### src/rtl/hack_alu_pkg.sv
// Shared definitions for the two-stage Hack ALU pipeline.
// Holds the default datapath width and the packed ALU control word.
package hack_alu_pkg;

  localparam int unsigned DefaultWidth = 16;

  // Bit order matches the usual Hack notation "zx nx zy ny f no", MSB first.
  typedef struct packed {
    logic zx;
    logic nx;
    logic zy;
    logic ny;
    logic f;
    logic no;
  } ctrl_t;

endpackage

### src/rtl/cond_invert16.sv
// Conditional bitwise inverter: passes data through, or its complement when en is set.
module cond_invert16 #(
  parameter int unsigned WIDTH = 16
) (
  input  logic [WIDTH-1:0] din,
  input  logic             en,
  output logic [WIDTH-1:0] dout
);

  assign dout = en ? ~din : din;

endmodule

### src/rtl/hack_alu_pipe.sv
// Two-stage valid/ready Hack ALU: S1 registers preset operands, S2 registers result and flags.
// Both stages advance together whenever the output is free or being consumed.
module hack_alu_pipe
  import hack_alu_pkg::*;
#(
  parameter int unsigned WIDTH = DefaultWidth
) (
  input  logic             clk,
  input  logic             reset,
  input  logic             in_valid,
  output logic             in_ready,
  input  logic [WIDTH-1:0] x,
  input  logic [WIDTH-1:0] y,
  input  logic             zx,
  input  logic             nx,
  input  logic             zy,
  input  logic             ny,
  input  logic             f,
  input  logic             no,
  output logic             out_valid,
  input  logic             out_ready,
  output logic [WIDTH-1:0] out,
  output logic             zr,
  output logic             ng
);

  ctrl_t            in_ctrl;
  logic [WIDTH-1:0] x_zeroed, y_zeroed;
  logic [WIDTH-1:0] x_preset, y_preset;

  logic             v1_q;
  logic [WIDTH-1:0] xp_q, yp_q;
  logic             f_q, no_q;

  logic             v2_q;
  logic [WIDTH-1:0] out_q;
  logic             zr_q, ng_q;

  logic             s1_load, s2_load;
  logic [WIDTH-1:0] raw_res, alu_res;

  assign in_ctrl = '{zx: zx, nx: nx, zy: zy, ny: ny, f: f, no: no};

  assign s2_load  = !v2_q || out_ready;
  assign s1_load  = !v1_q || s2_load;
  assign in_ready = s1_load;

  assign x_zeroed = in_ctrl.zx ? '0 : x;
  assign y_zeroed = in_ctrl.zy ? '0 : y;

  cond_invert16 #(.WIDTH(WIDTH)) u_inv_x (
    .din  (x_zeroed),
    .en   (in_ctrl.nx),
    .dout (x_preset)
  );

  cond_invert16 #(.WIDTH(WIDTH)) u_inv_y (
    .din  (y_zeroed),
    .en   (in_ctrl.ny),
    .dout (y_preset)
  );

  // Adder carry is intentionally dropped; the sum wraps modulo 2^WIDTH.
  assign raw_res = f_q ? (xp_q + yp_q) : (xp_q & yp_q);

  cond_invert16 #(.WIDTH(WIDTH)) u_inv_out (
    .din  (raw_res),
    .en   (no_q),
    .dout (alu_res)
  );

  // Data registers only capture on a real beat, so bubbles never pull X into the outputs.
  always_ff @(posedge clk) begin
    if (reset) begin
      v1_q  <= 1'b0;
      xp_q  <= '0;
      yp_q  <= '0;
      f_q   <= 1'b0;
      no_q  <= 1'b0;
      v2_q  <= 1'b0;
      out_q <= '0;
      zr_q  <= 1'b1;
      ng_q  <= 1'b0;
    end else begin
      if (s1_load) begin
        v1_q <= in_valid;
        if (in_valid) begin
          xp_q <= x_preset;
          yp_q <= y_preset;
          f_q  <= in_ctrl.f;
          no_q <= in_ctrl.no;
        end
      end
      if (s2_load) begin
        v2_q <= v1_q;
        if (v1_q) begin
          out_q <= alu_res;
          zr_q  <= (alu_res == '0);
          ng_q  <= alu_res[WIDTH-1];
        end
      end
    end
  end

  assign out_valid = v2_q;
  assign out       = out_q;
  assign zr        = zr_q;
  assign ng        = ng_q;

endmodule

### config.mk
export PLATFORM = sky130hd
export DESIGN_NAME = hack_alu_pipe
export DESIGN_NICKNAME = d
export VERILOG_FILES = /design/src/rtl/hack_alu_pkg.sv /design/src/rtl/cond_invert16.sv /design/src/rtl/hack_alu_pipe.sv
export SDC_FILE = /design/constraint.sdc
export NUM_CORES = 1
export LEC_CHECK = 0
export ABC_CLOCK_PERIOD_IN_PS = 5050
export CORE_MARGIN = 5
export CORE_UTILIZATION = 56
export DETAILED_ROUTE_END_ITERATION = 8
export PLACE_DENSITY_LB_ADDON = 0.1
export SETUP_SLACK_MARGIN = 0.15
export SYNTH_ARGS = -nofsm -noshare
export SYNTH_HDL_FRONTEND = slang
export SYNTH_SLANG_ARGS = --single-unit
export TNS_END_PERCENT = 100
### constraint.sdc
create_clock -name clk -period 5.05 [get_ports clk]
set_clock_uncertainty 0.15 [all_clocks]
set_input_delay 1.01 -clock clk [delete_from_list [all_inputs] [get_ports clk]]
set_output_delay 1.01 -clock clk [all_outputs]
set_load 0.02 [all_outputs]
==> out/results.ini, run 1 <==
[run_status]
outcome=finished, final reports clean

[routing]
drt-initial-drc-count=109
routed_wl_um=7700
vias=3185
first_pass_iters=5
wl_per_cell_um=13.5
drc=0
ant_nets=0
viasPerCell=5.60

[logic_synthesis]
async_reset_ff_share_pct=0
synth-compound-area-share_pct=21.7
synth_ff_type=dfxtp_1
synth_common_cells=nor2_1, dfxtp_1, xnor2_1
yosysWarningCount=0
ys_ff_latch=53
synthAdderAreaFrac_pct=5.95
synth_area_um2=3700
yosysTopAreaCellShare_pct=28.7
syn_nets=512
netlist_instances=453
synth-edff-count=0
synthMostInstantiatedCell=nor2_1
synth-simple-area-share_pct=24.0
synth_area_leaders=dfxtp_1, xnor2_1, a211oi_1
synth_top_family_by_area=simple AND/OR/NAND/NOR gates
ys_types=67
syn_area_per_cell_um2=8.17
synth_top_area_cell=dfxtp_1
synthMuxAreaShare_pct=2.20
synth_xor_area_share_pct=12.8
synth-seq-area-share_pct=28.7

[setup_path]
rrSetupSlack_ns=1.76
critPathCaptureType=output pin
max_stage_delay_ns=0.55
startpoint_type=input port
crit_arrival_ns=2.32
crit_path_frequent_cell=clkdlybuf4s50_1
crit_type=in2out
critical_path.max_fanout=5
crit_slowest_cell=clkdlybuf4s50_1
crit_chain=clkdlybuf4s50_1 -> nor2b_1 -> nand2_1 -> clkdlybuf4s50_1
cp.required_ns=3.89

[grt]
grt_pass1_vias=2747
grt_pass1_wl_um=12900
grt_usage_pct=18.2
grt_max_degree=50
overflow=0
antenna_found_initial=0

[die]
placementRows=29
die_x_um=91.3
die_area_um2=8330
die_h_um=91.3
initial_core_util_pct=57.9
core_um2=6390
io-pin-count=62

[timing]
whs_ns=0.302
fmax_mhz=287
grt_setup_unrepaired=false
finalHoldViolations=0
period_share_pct=68.9
slew_headroom_pct=34.0
setup_violations=0
min_period_ns=3.48
slew_violations=0
worst_slew_pin_slew_ns=0.988
tns_ns=0

[power]
vdd_ir_drop_max_mv=0.161
p_leak_uw=0.00158
p_per_area_nw_per_um2=247
finalPower_uw=1080

[clock_tree]
insertion_delay_ns=0.31
path_clk_slew_ns=0.09
h-tree-depth=2
cts_root_buffer=clkbuf_8
clock_sinks=53
post_cts_buffers=0
clockBufferDepth=2
cts_made_buffers=5
cts_hold_buffers=0
ctsResizeCount=0
cts_tree=done

[hold_path]
hp-class=reg2reg

[cells_and_area]
multiInputGateArea_um2=2470
area_growth_pct=18.4
utilization_pct=68.6
nets=551
seq_area_um2=1060
antenna_cells=0
drive_above_1_share_pct=5.28
n_fill_cell=567

[place]
dp_hpwl_um=6090
gp_congestion=0.822
io_buffers=61

[flow_run]
cap_violations=0

## per-stage QoR
step           setup WS [ns]  std cells  cell area (µm²)
4_1_cts                 1.56        569             4380
3_3_place_gp            1.60        562             4280
3_5_place_dp            1.56        562             4280
5_1_grt                 1.48        569             4380
2_1_floorplan           2.05        453             3700
6_report                1.57        569             4380
## area by class of cell
class                   count  share of cell area, %
multi-input cells         364                   56.3
flip-flops and latches     53                   24.2
repair buffers             65                   14.6
well taps                  77                   2.20
clock buffers               5                   1.57
clock inverters             2                  0.800
inverters                   3                  0.257
## path summary, 6_finish.rpt
kind,start,endpoint,depth (start not counted)
max,out_ready,in_ready,4
min,out[5],out[5],2
max reg2reg,xp_q[0],zr,10
min reg2reg,out[5],out[5],2
## sequential cells by signal (all words and copies together) (netlist names)
name       cells
no_q           1
zr             1
xp_q          16
f_q            1
out           16
yp_q          16
out_valid      1
v1_q           1
## power breakdown
group / internal (µW) / switching, µW
Combinational: 159 / 173
Sequential: 448 / 18.0
Clock: 144 / 138
Total: 751 / 329
## cells in the final DEF, fill, tap and decap left out, types with 2 or more instances in the layout
cell type / count
and2b_2: 2
or3_1: 2
buf_4: 4
nand4b_1: 2
a21oi_1: 26
nor2_1: 61
a211oi_1: 37
o21a_1: 3
o21ai_1: 2
mux2i_1: 7
nand2b_1: 2
nand2_1: 35
a311oi_1: 2
clkdlybuf4s50_1: 61
nand4_1: 3
xor2_1: 3
o31ai_1: 2
nand3_1: 6
nor2b_1: 38
nand3b_1: 3
a21o_2: 2
nor3_1: 12
or2_2: 2
nor3b_1: 4
ha_1: 16
o211ai_1: 3
dfxtp_1: 53
xnor2_1: 51
a41oi_1: 2
clkbuf_8: 5
inv_1: 3
a21o_1: 3
## worst max-delay path, delay by kind of cell
kind                   cells  cell delay [ns]
buffers and inverters      2             0.95
AND/OR/NAND/NOR            2             0.36
## metal layers
metal  GRT usage, %  wire, µm  up-vias
met5              0         0        -
met4           4.40        75        0
met3           2.89       419        7
met2           30.8      3600       82
met1           24.1      3610     1417
li1               -         -     1679
## logic make-up (layout without fill, tap and decap cells)
logic type                 after synthesis  in the layout
and+or+nand+nor                        179            179
AOI/OAI and AO/OA                      106            106
xor gates and xnor gates                54             54
DFF                                     53             53
buffers and inverters                   36             75
adders and majority gates               17             17
muxes                                    8              8
(Power assumes the default switching activity.)
==> inputs of run 2 (changes only) <==
Settings changed: ABC_CLOCK_PERIOD_IN_PS 5050 to 3450, CORE_UTILIZATION 56 to 54.
Clock period 5.05 ns to 3.45 ns, I/O delays scaled along.
==> run 2 against run 1 <==
Effect of this change:
- total power is 55% higher
- sequential power is 47% higher
- combinational power is 48% higher
- utilization is 2.2 points lower
- hold slack better by 0.0015 ns
- global-route usage is 1.0 points higher
- flip-flop and latch count stayed put
- final area is 1.9% higher
- critical endpoint is now zr
- largest power group unchanged
==> out/results.ini, run 2 (synthesized netlist as in run 1, its figures left out) <==
[run_status]
outcome=finished, final reports clean

[timing]
worst_slew_pin_slew_ns=1.09
slew_headroom_pct=27.1
grt_setup_unrepaired=false
tns_ns=0
fmax_mhz=322
period_share_pct=90.1
setup_violations=0
min_period_ns=3.11
setup_ws_ns=0.340
finalHoldViolations=0
slew_violations=0

[flow_run]
cap_violations=0

[routing]
vias=3169
wl_met3_um=355
maxUsedRoutingLayer=met4
ant_nets=0
drt-met1-wl_um=3730
first_pass_iters=4
routed_wl_um=7870
drc=0
viasPerCell=5.48
wl_met2_um=3690
wl_per_cell_um=13.6
drt-initial-drc-count=167

[setup_path]
critical_path.max_fanout=6
crit_type=reg2reg
crit_arrival_ns=3.22
startpoint_type=flop
crit_slowest_cell=or4b_1
critPathCaptureType=flop
crit_chain=ha_1 -> fa_1 -> a21oi_2 -> o2111a_2 -> o21ai_2 -> a2111oi_4 -> a311oi_2 -> or4b_1 -> o21ai_1 -> a41o_1
max_stage_delay_ns=0.52
cp.required_ns=3.56

[cells_and_area]
antenna_cells=0
drive_above_1_share_pct=7.03
area_growth_pct=20.7
layout_commonest_cell=nor2_1
n_fill_cell=583
nets=556
mostFrequentLayoutCells=nor2_1, clkdlybuf4s50_1, dfxtp_1
final_cells=578

[grt]
grt_usage_pct=19.2
grt_pass1_wl_um=13800
antenna_found_initial=0
overflow=0
grt_pass1_vias=2907
grt_max_degree=51

[clock_tree]
path_clk_slew_ns=0.09
cts_hold_buffers=0
insertion_delay_ns=0.31
clock_sinks=53
clockBufferDepth=2
cts_made_buffers=5
cts_root_buffer=clkbuf_8
cts_tree=done
h-tree-depth=2

[power]
vdd_ir_drop_max_mv=0.150
p_per_area_nw_per_um2=374
p_leak_uw=0.00163

[place]
dp_hpwl_um=6230
dp.cells=568
gp_congestion=0.955
place_ws_ns=0.210
io_buffers=61

[hold_path]
hp-class=reg2reg

[die]
core_um2=6720
die_x_um=92.8
io-pin-count=62
die_area_um2=8610
die_h_um=92.8
placementRows=30
initial_core_util_pct=55.1

-- run 2: changes by cell type in the layout (fill, tap and decap cells not counted), sizes merged --
| cell | change |
|---|---|
| bufinv | +1 |
| clkdlybuf4s50 | -1 |
| buf | +6 |
-- run 2: power breakdown --
part / leakage, µW / switching [µW] / total [µW] / internal (µW)
clock: 0.0000681 / 205 / 493 / 288
combinational: 0.00112 / 253 / 491 / 238
sequential: 0.000438 / 30.0 / 686 / 656
-- run 2: path summary, 6_finish.rpt --
path	from	to	slack, ns	depth (start not counted)
max	xp_q[0]	zr	0.34	10
min reg2reg	out[5]	out[5]	0.30	2
max reg2reg	xp_q[0]	zr	0.34	10
min	out[5]	out[5]	0.30	2
-- run 2: timing repair --
action	in CTS	in global routing
hold endpoints to repair	0	0
gates resized for setup	0	2
setup endpoints to repair	0	1
setup buffers	0	2
-- run 2: routing by layer --
layer | global-route usage [%] | vias to the layer above
met4 | 5.13 | 0
li1 | - | 1687
met2 | 32.6 | 77
met1 | 25.2 | 1398
met3 | 2.92 | 7
met5 | 0 | -
-- run 2: area by class of cell --
cell class	instances	area [µm²]	area share, %
timing repair buffer	70	686	15.4
sequential	53	1060	23.8
clock buffer	5	68.8	1.54
multi-input combinational	364	2470	55.4
clock inverter	3	65.1	1.46
tap	80	100	2.24
inverter	3	11.3	0.252
-- run 2: worst max-delay path: cells and delay by family (launching register included) --
family / cells / cell delay [ns]
compound gates: 7 / 1.35
fa+ha+maj: 2 / 0.71
flops: 1 / 0.33
simple gates: 1 / 0.52
-- run 2: stage by stage --
step	hold slack, ns	util (%)	total power (µW)	cell area (µm²)
floorplan	0.332	-	1050	3700
global placement	0.287	64.2	1180	4310
detailed placement	0.293	64.2	1190	4310
CTS	0.306	66.1	1680	4440
global route	0.322	66.4	1770	4460
finish	0.304	66.4	1670	4460
==> inputs of run 3 (changes only) <==
Settings changed: HOLD_SLACK_MARGIN set to 0.02.
==> results of run 3 <==
No change in the layout: final DEF, timing and power equal those of run 2.
